$ cat src/rtl/cpu_exec_seq_pkg.sv
// Shared definitions for the execute-stage sequencer: operation codes,
// flag bit positions, B-source selects, FSM states and op-class helpers.
package cpu_exec_seq_pkg;

   // Operation encodings shared with the combinational ALU.
   // Codes 4'hC..4'hF are undefined.
   localparam logic [3:0] OP_PASS_A      = 4'h0;
   localparam logic [3:0] OP_PASS_B      = 4'h1;
   localparam logic [3:0] OP_ADD         = 4'h2;
   localparam logic [3:0] OP_SUB         = 4'h3;
   localparam logic [3:0] OP_AND         = 4'h4;
   localparam logic [3:0] OP_OR          = 4'h5;
   localparam logic [3:0] OP_XOR         = 4'h6;
   localparam logic [3:0] OP_SHL_A       = 4'h7;
   localparam logic [3:0] OP_SHR_A       = 4'h8;
   localparam logic [3:0] OP_INC_REG_A   = 4'h9;
   localparam logic [3:0] OP_DEC_REG_A   = 4'hA;
   localparam logic [3:0] OP_MOVE_REG_XA = 4'hB;

   // Bit positions inside the {N,V,C,Z} flag vector.
   localparam int FLAG_N = 3;
   localparam int FLAG_V = 2;
   localparam int FLAG_C = 1;
   localparam int FLAG_Z = 0;

   // ALU B operand source.
   localparam logic B_SEL_X   = 1'b0;
   localparam logic B_SEL_IMM = 1'b1;

   typedef enum logic [0:0] {
      ST_IDLE = 1'b0,
      ST_EXEC = 1'b1
   } state_e;

   // Shift ops iterate once per count step through the ALU.
   function automatic logic is_shift(input logic [3:0] op);
      return (op == OP_SHL_A) || (op == OP_SHR_A);
   endfunction

   // Ops whose carry output is architecturally meaningful.
   function automatic logic updates_c(input logic [3:0] op);
      return (op == OP_ADD) || (op == OP_SUB) || (op == OP_SHL_A) ||
             (op == OP_SHR_A) || (op == OP_INC_REG_A) || (op == OP_DEC_REG_A);
   endfunction

   // Only two's-complement add/subtract produce a meaningful overflow.
   function automatic logic updates_v(input logic [3:0] op);
      return (op == OP_ADD) || (op == OP_SUB);
   endfunction

   // Any code above the last defined op performs no write at all.
   function automatic logic is_defined_op(input logic [3:0] op);
      return op <= OP_MOVE_REG_XA;
   endfunction

   // The only op whose destination is X rather than A.
   function automatic logic writes_x(input logic [3:0] op);
      return op == OP_MOVE_REG_XA;
   endfunction

endpackage

$ cat src/rtl/cpu_exec_seq_flag_reg.sv
// Four-bit {N,V,C,Z} flag register; each bit loads only when its own
// write enable is set, otherwise it holds.
module cpu_flag_reg
   import cpu_exec_seq_pkg::*;
(
   input  logic       clk_i,
   input  logic       rst_ni,
   input  logic [3:0] we_i,
   input  logic [3:0] d_i,
   output logic [3:0] q_o
);

   logic [3:0] flags_d;
   logic [3:0] flags_q;

   // Per-bit select between the held value and the incoming flag.
   always_comb begin
      flags_d = flags_q;
      for (int i = 0; i < 4; i++) begin
         if (we_i[i]) begin
            flags_d[i] = d_i[i];
         end
      end
   end

   // Flag storage, cleared asynchronously.
   always_ff @(posedge clk_i or negedge rst_ni) begin
      if (!rst_ni) begin
         flags_q <= 4'b0000;
      end else begin
         flags_q <= flags_d;
      end
   end

   assign q_o = flags_q;

endmodule

$ cat src/rtl/cpu_exec_seq.sv
// Execute-stage sequencer: accepts one decoded ALU instruction, drives the
// external ALU from latched operands, and writes result and flags back to
// A or X. Shifts loop through the ALU one bit per cycle.
module cpu_exec_seq
   import cpu_exec_seq_pkg::*;
#(
   parameter logic [7:0] ACC_RST_VAL = 8'h00,
   parameter logic [7:0] X_RST_VAL   = 8'h00,
   parameter int         CNT_W       = 3
) (
   input  logic             clk_i,
   input  logic             rst_ni,
   input  logic             in_valid_i,
   output logic             in_ready_o,
   input  logic [3:0]       op_i,
   input  logic             b_sel_i,
   input  logic [7:0]       imm_i,
   input  logic [CNT_W-1:0] cnt_i,
   input  logic             abort_i,
   output logic [7:0]       alu_a_o,
   output logic [7:0]       alu_b_o,
   output logic [3:0]       alu_op_o,
   input  logic [7:0]       alu_y_i,
   input  logic [3:0]       alu_flags_i,
   output logic [7:0]       acc_o,
   output logic [7:0]       x_o,
   output logic [3:0]       flags_o,
   output logic             busy_o,
   output logic             done_o
);

   state_e           state_d, state_q;
   logic [3:0]       op_d, op_q;
   logic [7:0]       b_d, b_q;
   logic [CNT_W-1:0] cnt_d, cnt_q;
   logic [7:0]       acc_d, acc_q;
   logic [7:0]       x_d, x_q;
   logic             done_d, done_q;
   logic [3:0]       flag_we;

   // Next-state, writeback and handshake decode for the IDLE/EXEC machine.
   always_comb begin
      state_d    = state_q;
      op_d       = op_q;
      b_d        = b_q;
      cnt_d      = cnt_q;
      acc_d      = acc_q;
      x_d        = x_q;
      done_d     = 1'b0;
      flag_we    = 4'b0000;
      in_ready_o = 1'b0;
      busy_o     = 1'b0;

      case (state_q)
         ST_IDLE: begin
            in_ready_o = 1'b1;
            if (in_valid_i) begin
               op_d    = op_i;
               // B is captured at acceptance so a later X write cannot
               // disturb an instruction already in flight.
               b_d     = (b_sel_i == B_SEL_IMM) ? imm_i : x_q;
               cnt_d   = is_shift(op_i) ? cnt_i : '0;
               state_d = ST_EXEC;
            end
         end

         ST_EXEC: begin
            busy_o = 1'b1;
            if (abort_i) begin
               // Earlier shift iterations stay committed; only this
               // cycle's write is dropped.
               cnt_d   = '0;
               state_d = ST_IDLE;
            end else begin
               if (is_defined_op(op_q)) begin
                  if (writes_x(op_q)) begin
                     x_d = alu_y_i;
                  end else begin
                     acc_d = alu_y_i;
                  end
                  flag_we[FLAG_N] = 1'b1;
                  flag_we[FLAG_Z] = 1'b1;
                  flag_we[FLAG_C] = updates_c(op_q);
                  flag_we[FLAG_V] = updates_v(op_q);
               end
               if (cnt_q != '0) begin
                  cnt_d = cnt_q - CNT_W'(1);
               end else begin
                  done_d  = 1'b1;
                  state_d = ST_IDLE;
               end
            end
         end

         default: begin
            state_d = ST_IDLE;
         end
      endcase
   end

   // Architectural registers and instruction latches.
   always_ff @(posedge clk_i or negedge rst_ni) begin
      if (!rst_ni) begin
         state_q <= ST_IDLE;
         op_q    <= OP_PASS_A;
         b_q     <= 8'h00;
         cnt_q   <= '0;
         acc_q   <= ACC_RST_VAL;
         x_q     <= X_RST_VAL;
         done_q  <= 1'b0;
      end else begin
         state_q <= state_d;
         op_q    <= op_d;
         b_q     <= b_d;
         cnt_q   <= cnt_d;
         acc_q   <= acc_d;
         x_q     <= x_d;
         done_q  <= done_d;
      end
   end

   cpu_flag_reg u_flag_reg (
      .clk_i  (clk_i),
      .rst_ni (rst_ni),
      .we_i   (flag_we),
      .d_i    (alu_flags_i),
      .q_o    (flags_o)
   );

   // A always feeds the ALU directly so each shift iteration sees the
   // value written by the previous one.
   assign alu_a_o  = acc_q;
   assign alu_b_o  = b_q;
   assign alu_op_o = op_q;
   assign acc_o    = acc_q;
   assign x_o      = x_q;
   assign done_o   = done_q;

endmodule

$ cat config.mk
export PLATFORM = sky130hd
export DESIGN_NAME = cpu_exec_seq
export DESIGN_NICKNAME = d
export VERILOG_FILES = /design/src/rtl/cpu_exec_seq_pkg.sv /design/src/rtl/cpu_exec_seq_flag_reg.sv /design/src/rtl/cpu_exec_seq.sv
export SDC_FILE = /design/constraint.sdc
export NUM_CORES = 1
export LEC_CHECK = 0
export CAP_MARGIN = 40
export CORE_ASPECT_RATIO = 1.2
export CORE_MARGIN = 3
export CORE_UTILIZATION = 38
export DETAILED_ROUTE_END_ITERATION = 7
export PLACE_DENSITY = 0.76
export SLEW_MARGIN = 40
export SYNTH_ARGS = -nofsm -noshare
export SYNTH_HDL_FRONTEND = slang
export SYNTH_SLANG_ARGS = --single-unit
$ cat constraint.sdc
create_clock -name clk_i -period 1.7 [get_ports clk_i]
set_clock_uncertainty 0.15 [all_clocks]
set_input_delay 0.34 -clock clk_i [delete_from_list [all_inputs] [get_ports clk_i]]
set_output_delay 0.34 -clock clk_i [all_outputs]
set_load 0.05 [all_outputs]
==> Yosys cells after proc, flatten, opt, wreduce, memory -nomap -nowiden <==
Index checks and enable logic that the tools add are counted.
{ "totals": {"reg_bits": 37, "input_bits": 32, "output_inout_bits": 43, "word_cells": 56} }
{ "classes": {"addsub": 1, "n_lt_le_gt_ge": 1, "n_eq_ne": 11, "mux": 18, "bitwise_logic": 3, "n_reduce_logical": 11} }
{ "op_table": {"columns": ["cell", "count"], "rows": [
  ["4-bit equality test (second input constant)", 5],
  ["3-bit 2-to-1 mux", 4],
  ["4-bit 2-to-1 mux", 3],
  ["4-bit by 2-bit equality test with 1-bit output (second input constant)", 2],
  ["4-bit by 3-bit equality test with 1-bit output (second input constant)", 2],
  ["1-bit 2-to-1 mux", 8],
  ["8-bit 2-to-1 mux", 1],
  ["4-bit AND reduction", 2],
  ["1-bit logical OR", 6],
  ["3-bit one-hot mux with 2 select lines", 1],
  ["4-bit less-or-equal comparator (second input constant)", 1],
  ["2-bit AND reduction", 2],
  ["3-bit by 2-bit != test with 1-bit output (second input constant)", 1],
  ["1-bit NOT", 3],
  ["3-bit nonzero test", 1],
  ["3-bit by 1-bit subtractor with 3-bit output (second input constant)", 1],
  ["2-bit != test (second input constant)", 1],
  ["1-bit one-hot mux with 2 select lines", 1]
]} }

==> Longest topological paths before layout <==
Gate-level depths: netlist (run 1).
{ "depth": {"depth_word": 9, "depth_mapped": 5, "mapped_depth_nobuf": 5} }

==> Cells and area by module <==
A second synthesis (run 1) with hierarchy kept.
{ "hier_totals": {"cells_unflattened": 135, "area_unflattened_um2": 1710.4} }
{ "modules_own_cells": {"columns": ["mod", "n_inst", "cells_each", "area_per_inst_um2", "seq_area_each_um2"], "rows": [
  ["cpu_exec_seq", 1, 127, 1550.2, 825.8],
  ["cpu_flag_reg", 1, 8, 160.2, 100.1]
]} }

==> Least setup slack after synthesis (run 1) <==
OpenSTA, ideal clock, no wires.
{ "synth_path": {"kind": "register to register", "startpoint": "reg state_q", "endpoint": "reg x_q[0], in the netlist x_o[0]", "setup_time_ps": 125, "arrival_ps": 1764, "required_time_ps": 1425, "setup_slack_ps": -339, "stages_incl_launch_ff": 5, "n_path_buf": 1, "synth_period_minus_slack_ps": 2039, "path_cell_list": "dfrtp_1 nand2b_1 buf_6 nor4b_4 mux2_2"} }
{ "synth_via": {"elab_chain_cells": 1} }
{ "synth_rtl": {"columns": ["element", "line_no", "text"], "rows": [
  ["start: declaration", "cpu_exec_seq.sv:32", "state_e state_d, state_q;"],
  ["start signal: assignment", "cpu_exec_seq.sv:112", "state_q <= state_d;"],
  ["4-bit AND reduction (no source line)", null, null],
  ["end signal: assignment", "cpu_exec_seq.sv:109", "x_q <= X_RST_VAL;"],
  ["end signal: assignment", "cpu_exec_seq.sv:117", "x_q <= x_d;"],
  ["end: declaration", "cpu_exec_seq.sv:37", "logic [7:0] x_d, x_q;"]
]} }
Every way passes these cells.
A chain may end at the register's enable or synchronous reset.

==> Worst setup path after layout (run 1) <==
{ "layout_path": {"startpoint": "reg state_q", "endpoint": "out in_ready_o"} }
{ "layout_via": {"elab_chain_cells": 1} }
{ "layout_rtl": {"columns": ["element", "line_no", "text"], "rows": [
  ["1-bit 2-to-1 mux", "cpu_exec_seq.sv:54", "case (state_q)"],
  ["end: declaration", "cpu_exec_seq.sv:14", "output logic in_ready_o,"]
]} }
Every way passes these cells.

==> load_flow_metrics.sql, run 1 <==
INSERT INTO impl_metrics (metric_group, metric, value, unit) VALUES
('outcome', 'outcome', 'finished, final reports clean', ''),
('logic_synthesis', 'post_synth_instance_area', '1720', 'sq um'),
('worst_setup_path', 'setup.worst_path.class', 'flop to output pin', ''),
('clock_network', 'total_clock_buffers_created_by_cts', '5', ''),
('floorplanning', 'floorplan.core_area', '4330', 'sq um'),
('layout', 'commonest_cells_after_routing_fill_and_taps_aside', 'buf_12 (46), dfrtp_1 (33), clkdlybuf4s50_1 (29)', ''),
('route', 'drc', '0', ''),
('route', 'wl', '4.92', 'mm'),
('logic_synthesis', 'syn_inst', '137', ''),
('layout', 'area.growth.synth_to_final', '86.1', '%'),
('layout', 'num-nets-final', '262', ''),
('floorplanning', 'ios', '75', ''),
('layout', 'filler_cell_count', '275', ''),
('timing', 'setup-violations-final', '0', ''),
('place', 'placement.io_buffers', '74', ''),
('layout', 'utilization', '74.1', '%'),
('route', 'via_count_normalized_by_instance_count', '4.99', ''),
('clock_network', 'clockBufferDepth', '2', ''),
('floorplanning', 'num_rows', '26', ''),
('clock_network', 'clk_pin_slew', '0.07', 'ns'),
('grt', 'number_of_global_route_vias_before_repair', '1663', ''),
('clock_network', 'clkSinkCount', '37', ''),
('route', 'drtIter0Drc', '36', ''),
('timing', 'fmax', '608', 'MHz'),
('worst_setup_path', 'req_time_crit_path', '1.21', 'ns'),
('clock_network', 'worstSkewPairLatency', '0.28', 'ns'),
('grt', 'grt_usage', '20.6', '%'),
('logic_synthesis', 'synth_sequential_area_ratio', '53.7', '%'),
('power_and_ir_drop', 'cellPowerDensity', '2050', 'nW/um^2'),
('floorplanning', 'fp.dieArea', '5390', 'sq um'),
('logic_synthesis', 'synthDistinctLibCells', '31', ''),
('layout', 'multi_input_comb_area', '721', 'sq um'),
('grt', 'grt_first_pass_wirelength', '8.07', 'mm'),
('timing', 'fin_crit_sh', '96.8', '%'),
('grt', 'grt_remaining_overflow', '0', ''),
('route', 'dr.pass1.iters', '3', ''),
('route', 'avgRoutedWirePerCell', '17.3', 'um'),
('worst_setup_path', 'ff2ff_setup_slack', '0.05', 'ns'),
('layout', 'final-seq-area', '931', 'sq um'),
('logic_synthesis', 'postSynth.asyncResetShare', '100', '%'),
('grt', 'number_of_antenna_violations_at_the_first_check_in_global_routing', '0', ''),
('timing', 'final-hold-violation-count', '0', ''),
('power_and_ir_drop', 'power.leakage', '1.45', 'nW'),
('power_and_ir_drop', 'fin_total_pwr', '6.56', 'mW'),
('floorplanning', 'chipHeight', '79.8', 'um'),
('worst_setup_path', 'critical_path.endpoint_type', 'output pin', ''),
('layout', 'layout.cells.non_filler', '284', ''),
('logic_synthesis', 'yosys_register_bits', '37', ''),
('logic_synthesis', 'ys.warnings.count', '0', ''),
('layout', 'post_layout_inst_area', '3210', 'sq um'),
('layout', 'mostFrequentLayoutCell', 'buf_12', ''),
('timing', 'finalWorstPathRequiredPeriod', '1.65', 'ns'),
('worst_setup_path', 'startpoint_type', 'flop', ''),
('floorplanning', 'die_w', '67.5', 'um'),
('power_and_ir_drop', 'irDropWorstVdd', '1.59', 'mV'),
('floorplanning', 'initial_core_util', '39.8', '%'),
('place', 'gp_congestion', '0.786', ''),
('layout', 'diodes', '0', ''),
('clock_network', 'tritoncts', 'built', ''),
('place', 'place_inst', '275', ''),
('worst_setup_path', 'worst-path-max-fanout', '5', ''),
('logic_synthesis', 'postSynthNetCount', '171', ''),
('timing', 'max-slew-margin-rel', '80.1', '%'),
('route', 'detailroute.via_count', '1418', ''),
('logic_synthesis', 'postSynth.topFlopCell', 'dfrtp_1', ''),
('clock_network', 'cts_root_buf', 'clkbuf_8', ''),
('timing', 'holdWs', '0.352', 'ns'),
('layout', 'fraction_of_layout_instances_using_a_drive_strength_above_1', '48.2', '%'),
('worst_hold_path', 'hold_class', 'primary input to async pin', ''),
('place', 'detailedPlacementHpwl', '3.88', 'mm'),
('timing', 'worst_slew_pin_slew', '0.295', 'ns'),
('worst_setup_path', 'worstRegToRegCells', '5', ''),
('flow_run', 'cap_viol_max_count', '0', ''),
('logic_synthesis', 'synth.avg_cell_area', '12.6', 'sq um'),
('place', 'detailed_place.area', '3080', 'sq um'),
('clock_network', 'clock_tree.htree_level_count', '2', ''),
('worst_setup_path', 'worst_ep_arrival_time', '1.16', 'ns'),
('logic_synthesis', 'synth_edf_count', '0', ''),
('timing', 'rsz0062_at_grt', 'no', ''),
('timing', 'slew_violations', '0', ''),
('grt', 'grt_start_max_net_pins', '26', ''),
('route', 'ant_nets', '0', '');
-- where the power goes --
| group | switching (mW) | internal, mW | leakage, nW |
|---|---|---|---|
| clock | 0.282 | 0.321 | 0.0443 |
| sequential | 0.502 | 1.23 | 0.456 |
| combinational | 2.12 | 2.11 | 0.948 |
| total | 2.90 | 3.66 | 1.45 |
-- worst max-delay path, cell delays in order, from the launching register on --
cell	delay (ns)
dfrtp_2	0.39
buf_4	0.16
clkinvlp_4	0.14
buf_12	0.17
-- cells by family after synthesis --
kind of cell,Yosys count,share of synthesized area [%]
fa+ha+maj,2,1.45
compound gates,20,7.69
buf+inv,17,5.88
simple gates,28,10.5
mux,33,20.8
flops,37,53.7
-- synth_stat cells, drive strengths merged (2+ instances only) --
cell	count	area [sq um]
nand3	3	15.0
o2111ai	2	17.5
nor4b	3	41.3
nand2	10	37.5
mux2	23	259
nor2	2	7.51
clkbuf	4	15.0
mux2i	10	100
dfrtp	37	926
a211o	2	17.5
ha	2	25.0
inv	4	15.0
nand2b	2	12.5
o21ai	10	50.1
buf	9	71.3
a21oi	2	13.8
-- registers in the layout, indices dropped and copies added, names as in the netlist --
| register | count |
|---|---|
| cnt_q | 3 |
| alu_op_o | 4 |
| acc_o | 8 |
| u_flag_reg.q_o | 4 |
| alu_b_o | 8 |
| done_o | 1 |
| x_o | 8 |
| state_q | 1 |
-- path summary, 6_finish.rpt --
path                                              from                 endpoint
min in group clk_i              alu_b_o[5]$_DFFE_PN0P_   alu_b_o[5]$_DFFE_PN0P_
worst min-delay path                            rst_ni       x_o[6]$_DFFE_PN0P_
max in group asynchronous                       rst_ni  alu_op_o[3]$_DFFE_PN0P_
worst min register to register  alu_b_o[5]$_DFFE_PN0P_   alu_b_o[5]$_DFFE_PN0P_
worst max register to register    cnt_q[1]$_DFFE_PN0P_     cnt_q[0]$_DFFE_PN0P_
worst max-delay path                 state_q$_DFF_PN0_               in_ready_o
-- metal layers --
layer / up-vias / global-route usage, % / share of wire (%)
met5: - / 0 / 0
met4: 0 / 7.71 / 1.6
met3: 8 / 9.15 / 9.3
met2: 62 / 35.8 / 53
met1: 684 / 21.3 / 36
li1: 664 / - / -
-- layout make-up --
cell class,instances,area share [%]
repair buffers,97,43.1
flip-flops and latches,37,29.0
multi-input cells,83,22.5
clock buffers,7,2.69
well taps,56,2.18
inverters,4,0.585
-- stage by stage --
stage	setup WS, ns	TNS [ns]
2_1_floorplan	-0.192	-2.17
3_3_place_gp	-0.400	-7.65
3_5_place_dp	-0.428	-8.76
4_1_cts	0.0116	0
5_1_grt	0.00642	0
6_report	0.0549	0
-- what timing repair did --
action | 4_1_cts | 5_1_grt
hold buffers | 1 | 0
gates cloned | 0 | 0
gates resized for setup | 5 | 3
endpoints found under the setup margin | 20 | 4
setup buffers | 0 | 1
pin swaps | 0 | 1
endpoints found under the hold margin | 12 | 0
(Power assumes the default switching activity.)
==> inputs of run 2 (changes only) <==
--- a/config.mk
+++ b/config.mk
@@ -10,6 +10,7 @@
 export CORE_MARGIN = 3
 export CORE_UTILIZATION = 38
 export DETAILED_ROUTE_END_ITERATION = 7
+export HOLD_SLACK_MARGIN = 0.06
 export PLACE_DENSITY = 0.76
 export SLEW_MARGIN = 40
 export SYNTH_ARGS = -nofsm -noshare
==> results of run 2 <==
Same layout as run 1: the final DEF is identical, and so are final timing and power.
==> inputs of run 3 (changes only) <==
--- a/config.mk
+++ b/config.mk
@@ -10,6 +10,7 @@
 export CORE_MARGIN = 3
 export CORE_UTILIZATION = 38
 export DETAILED_ROUTE_END_ITERATION = 7
+export GPL_TIMING_DRIVEN = 0
 export HOLD_SLACK_MARGIN = 0.06
 export PLACE_DENSITY = 0.76
 export SLEW_MARGIN = 40
==> constraint.sdc (replaced) <==
create_clock -name clk_i -period 1.3 [get_ports clk_i]
set_clock_uncertainty 0.15 [all_clocks]
set_input_delay 0.26 -clock clk_i [delete_from_list [all_inputs] [get_ports clk_i]]
set_output_delay 0.26 -clock clk_i [all_outputs]
set_load 0.05 [all_outputs]
==> run 3 against run 2 <==
Net effect: the flow now finishes with violations (negative setup slack); cell count increased by 8.1%; non-clock buffer count increased by 22; combinational power increased by 32%; clock-buffer cell count increased by 1; cell area increased by 1.9%; largest power group unchanged.
==> load_flow_metrics.sql, run 3 (synthesized netlist as in run 1, its figures left out) <==
INSERT INTO impl_metrics (metric_group, metric, value, unit) VALUES
('worst_hold_path', 'hold_class', 'primary input to flop', ''),
('layout', 'area.growth.synth_to_final', '89.6', '%'),
('layout', 'utilization', '75.6', '%'),
('route', 'via_count_normalized_by_instance_count', '4.99', ''),
('timing', 'setup-violations-final', '50', ''),
('route', 'met2_length', '2.75', 'mm'),
('clock_network', 'tritoncts', 'built', ''),
('worst_setup_path', 'startpoint_type', 'flop', ''),
('worst_setup_path', 'setup.worst_path.class', 'flop to flop', ''),
('route', 'ant_nets', '0', ''),
('floorplanning', 'initial_core_util', '39.8', '%'),
('floorplanning', 'floorplan.core_area', '4330', 'sq um'),
('clock_network', 'clkSinkCount', '37', ''),
('route', 'route.layer.met1.wl', '1.94', 'mm'),
('worst_setup_path', 'critical_path.endpoint_type', 'flop', ''),
('layout', 'diodes', '0', ''),
('place', 'detailedPlacementHpwl', '3.15', 'mm'),
('timing', 'rsz0062_at_grt', 'yes', ''),
('clock_network', 'total_clock_buffers_created_by_cts', '5', ''),
('clock_network', 'clockBufferDepth', '2', ''),
('floorplanning', 'chipHeight', '79.8', 'um'),
('layout', 'post_layout_inst_area', '3270', 'sq um'),
('route', 'topRoutingLayerUsed', 'met4', ''),
('floorplanning', 'fp.dieArea', '5390', 'sq um'),
('layout', 'num-nets-final', '284', ''),
('place', 'gp_congestion', '0.687', ''),
('worst_setup_path', 'cp_cell_sequence', 'nand2b_1, buf_6, nor4b_4, buf_12, mux2_4', ''),
('place', 'detailed_place.area', '2570', 'sq um'),
('worst_setup_path', 'worst-path-max-fanout', '8', ''),
('timing', 'setup_ws', '-0.338', 'ns'),
('place', 'place_inst', '267', ''),
('grt', 'grt_start_max_net_pins', '23', ''),
('timing', 'max-slew-margin-rel', '63.5', '%'),
('layout', 'layout.cells.non_filler', '307', ''),
('clock_network', 'clock_tree.htree_level_count', '2', ''),
('power_and_ir_drop', 'fin_total_pwr', '8.47', 'mW'),
('route', 'avgRoutedWirePerCell', '17.0', 'um'),
('power_and_ir_drop', 'irDropWorstVdd', '2.19', 'mV'),
('worst_setup_path', 'worst_ep_arrival_time', '1.66', 'ns'),
('grt', 'grt_first_pass_wirelength', '8.14', 'mm'),
('timing', 'fin_crit_sh', '126', '%'),
('floorplanning', 'ios', '75', ''),
('route', 'dr.pass1.iters', '4', ''),
('grt', 'number_of_global_route_vias_before_repair', '1664', ''),
('grt', 'number_of_antenna_violations_at_the_first_check_in_global_routing', '0', ''),
('power_and_ir_drop', 'cellPowerDensity', '2590', 'nW/um^2'),
('timing', 'holdWs', '0.251', 'ns'),
('clock_network', 'worstSkewPairLatency', '0.29', 'ns'),
('timing', 'slew_violations', '0', ''),
('floorplanning', 'num_rows', '26', ''),
('route', 'drtIter0Drc', '49', ''),
('place', 'pre_cts_slack', '-1.09', 'ns'),
('power_and_ir_drop', 'power.leakage', '1.54', 'nW'),
('worst_setup_path', 'critical-path-max-stage-delay', '0.42', 'ns'),
('grt', 'grt_usage', '20.6', '%'),
('route', 'dr_wl_met3', '420', 'um'),
('layout', 'commonest_cells_after_routing_fill_and_taps_aside', 'buf_6 (45), dfrtp_1 (24), buf_4 (24)', ''),
('worst_setup_path', 'worstPathBufferInverterCount', '2', ''),
('timing', 'final-hold-violation-count', '0', ''),
('timing', 'finalWorstPathRequiredPeriod', '1.64', 'ns'),
('flow_run', 'cap_viol_max_count', '0', ''),
('route', 'wl', '5.21', 'mm'),
('worst_setup_path', 'req_time_crit_path', '1.32', 'ns'),
('worst_setup_path', 'slowest_stage', 'dfrtp_2', ''),
('worst_setup_path', 'crit_family', 'flip-flops', ''),
('grt', 'grt_remaining_overflow', '0', ''),
('clock_network', 'cts_root_buf', 'clkbuf_8', ''),
('route', 'detailroute.via_count', '1533', ''),
('timing', 'fmax', '610', 'MHz'),
('place', 'placement.io_buffers', '73', ''),
('route', 'drc', '0', ''),
('outcome', 'violations', 'negative setup slack', ''),
('floorplanning', 'die_w', '67.5', 'um'),
('timing', 'worst_slew_pin_slew', '0.547', 'ns'),
('outcome', 'outcome', 'finished with violations', ''),
('layout', 'filler_cell_count', '257', ''),
('clock_network', 'clk_pin_slew', '0.07', 'ns'),
('layout', 'mostFrequentLayoutCell', 'buf_6', ''),
('timing', 'final_total_negative_setup_slack', '-9.06', 'ns'),
('layout', 'fraction_of_layout_instances_using_a_drive_strength_above_1', '60.6', '%');
## run 3: cell count changes in the layout (fill, tap and decap cells not counted), sizes merged
| cell | delta |
|---|---|
| buf | +22 |
| clkdlybuf4s50 | -6 |
| dlygate4sd2 | +5 |
| clkbuf | +2 |
| clkinvlp | -1 |
| inv | +1 |
## run 3: routing by layer
layer,global-route usage [%],up-vias
li1,-,716
met1,23.6,761
met2,33.8,49
met3,8.03,7
met4,8.11,0
met5,0,-
## run 3: repair_timing
item	4_1_cts	5_1_grt
resized for setup	335	58
buffers inserted	17	15
hold buffers	1	0
endpoints found under the hold margin	21	0
pin swaps	7	4
setup endpoints to repair	69	73
## run 3: worst paths after layout
| kind | start | cells past startpoint | slack (ns) | end |
|---|---|---|---|---|
| worst max-delay path | state_q$_DFF_PN0_ | 5 | -0.34 | x_o[5]$_DFFE_PN0P_ |
| worst min-delay path | op_i[3] | 2 | 0.25 | alu_op_o[3]$_DFFE_PN0P_ |
| worst max register to register | state_q$_DFF_PN0_ | 5 | -0.34 | x_o[5]$_DFFE_PN0P_ |
| worst min register to register | alu_b_o[2]$_DFFE_PN0P_ | 2 | 0.36 | alu_b_o[2]$_DFFE_PN0P_ |
| max in group asynchronous | rst_ni | 3 | 0.17 | alu_op_o[1]$_DFFE_PN0P_ |
| min in group asynchronous | rst_ni | 2 | 0.35 | x_o[2]$_DFFE_PN0P_ |
## run 3: power breakdown
part	internal, mW	total, mW	switching [mW]
Clock	0.381	0.785	0.403
Combinational	2.57	5.60	3.03
Sequential	1.63	2.08	0.451
Total	4.58	8.47	3.89
## run 3: cell type report
type                       instances  area [sq um]  share of cell area [%]
clock buffer                       8          80.1                    2.45
tap                               56          70.1                    2.14
inverter                           4          20.0                   0.612
multi-input combinational         83           871                    26.6
timing repair buffer             106          1140                    34.7
buffer                            13           150                    4.59
sequential                        37           942                    28.8
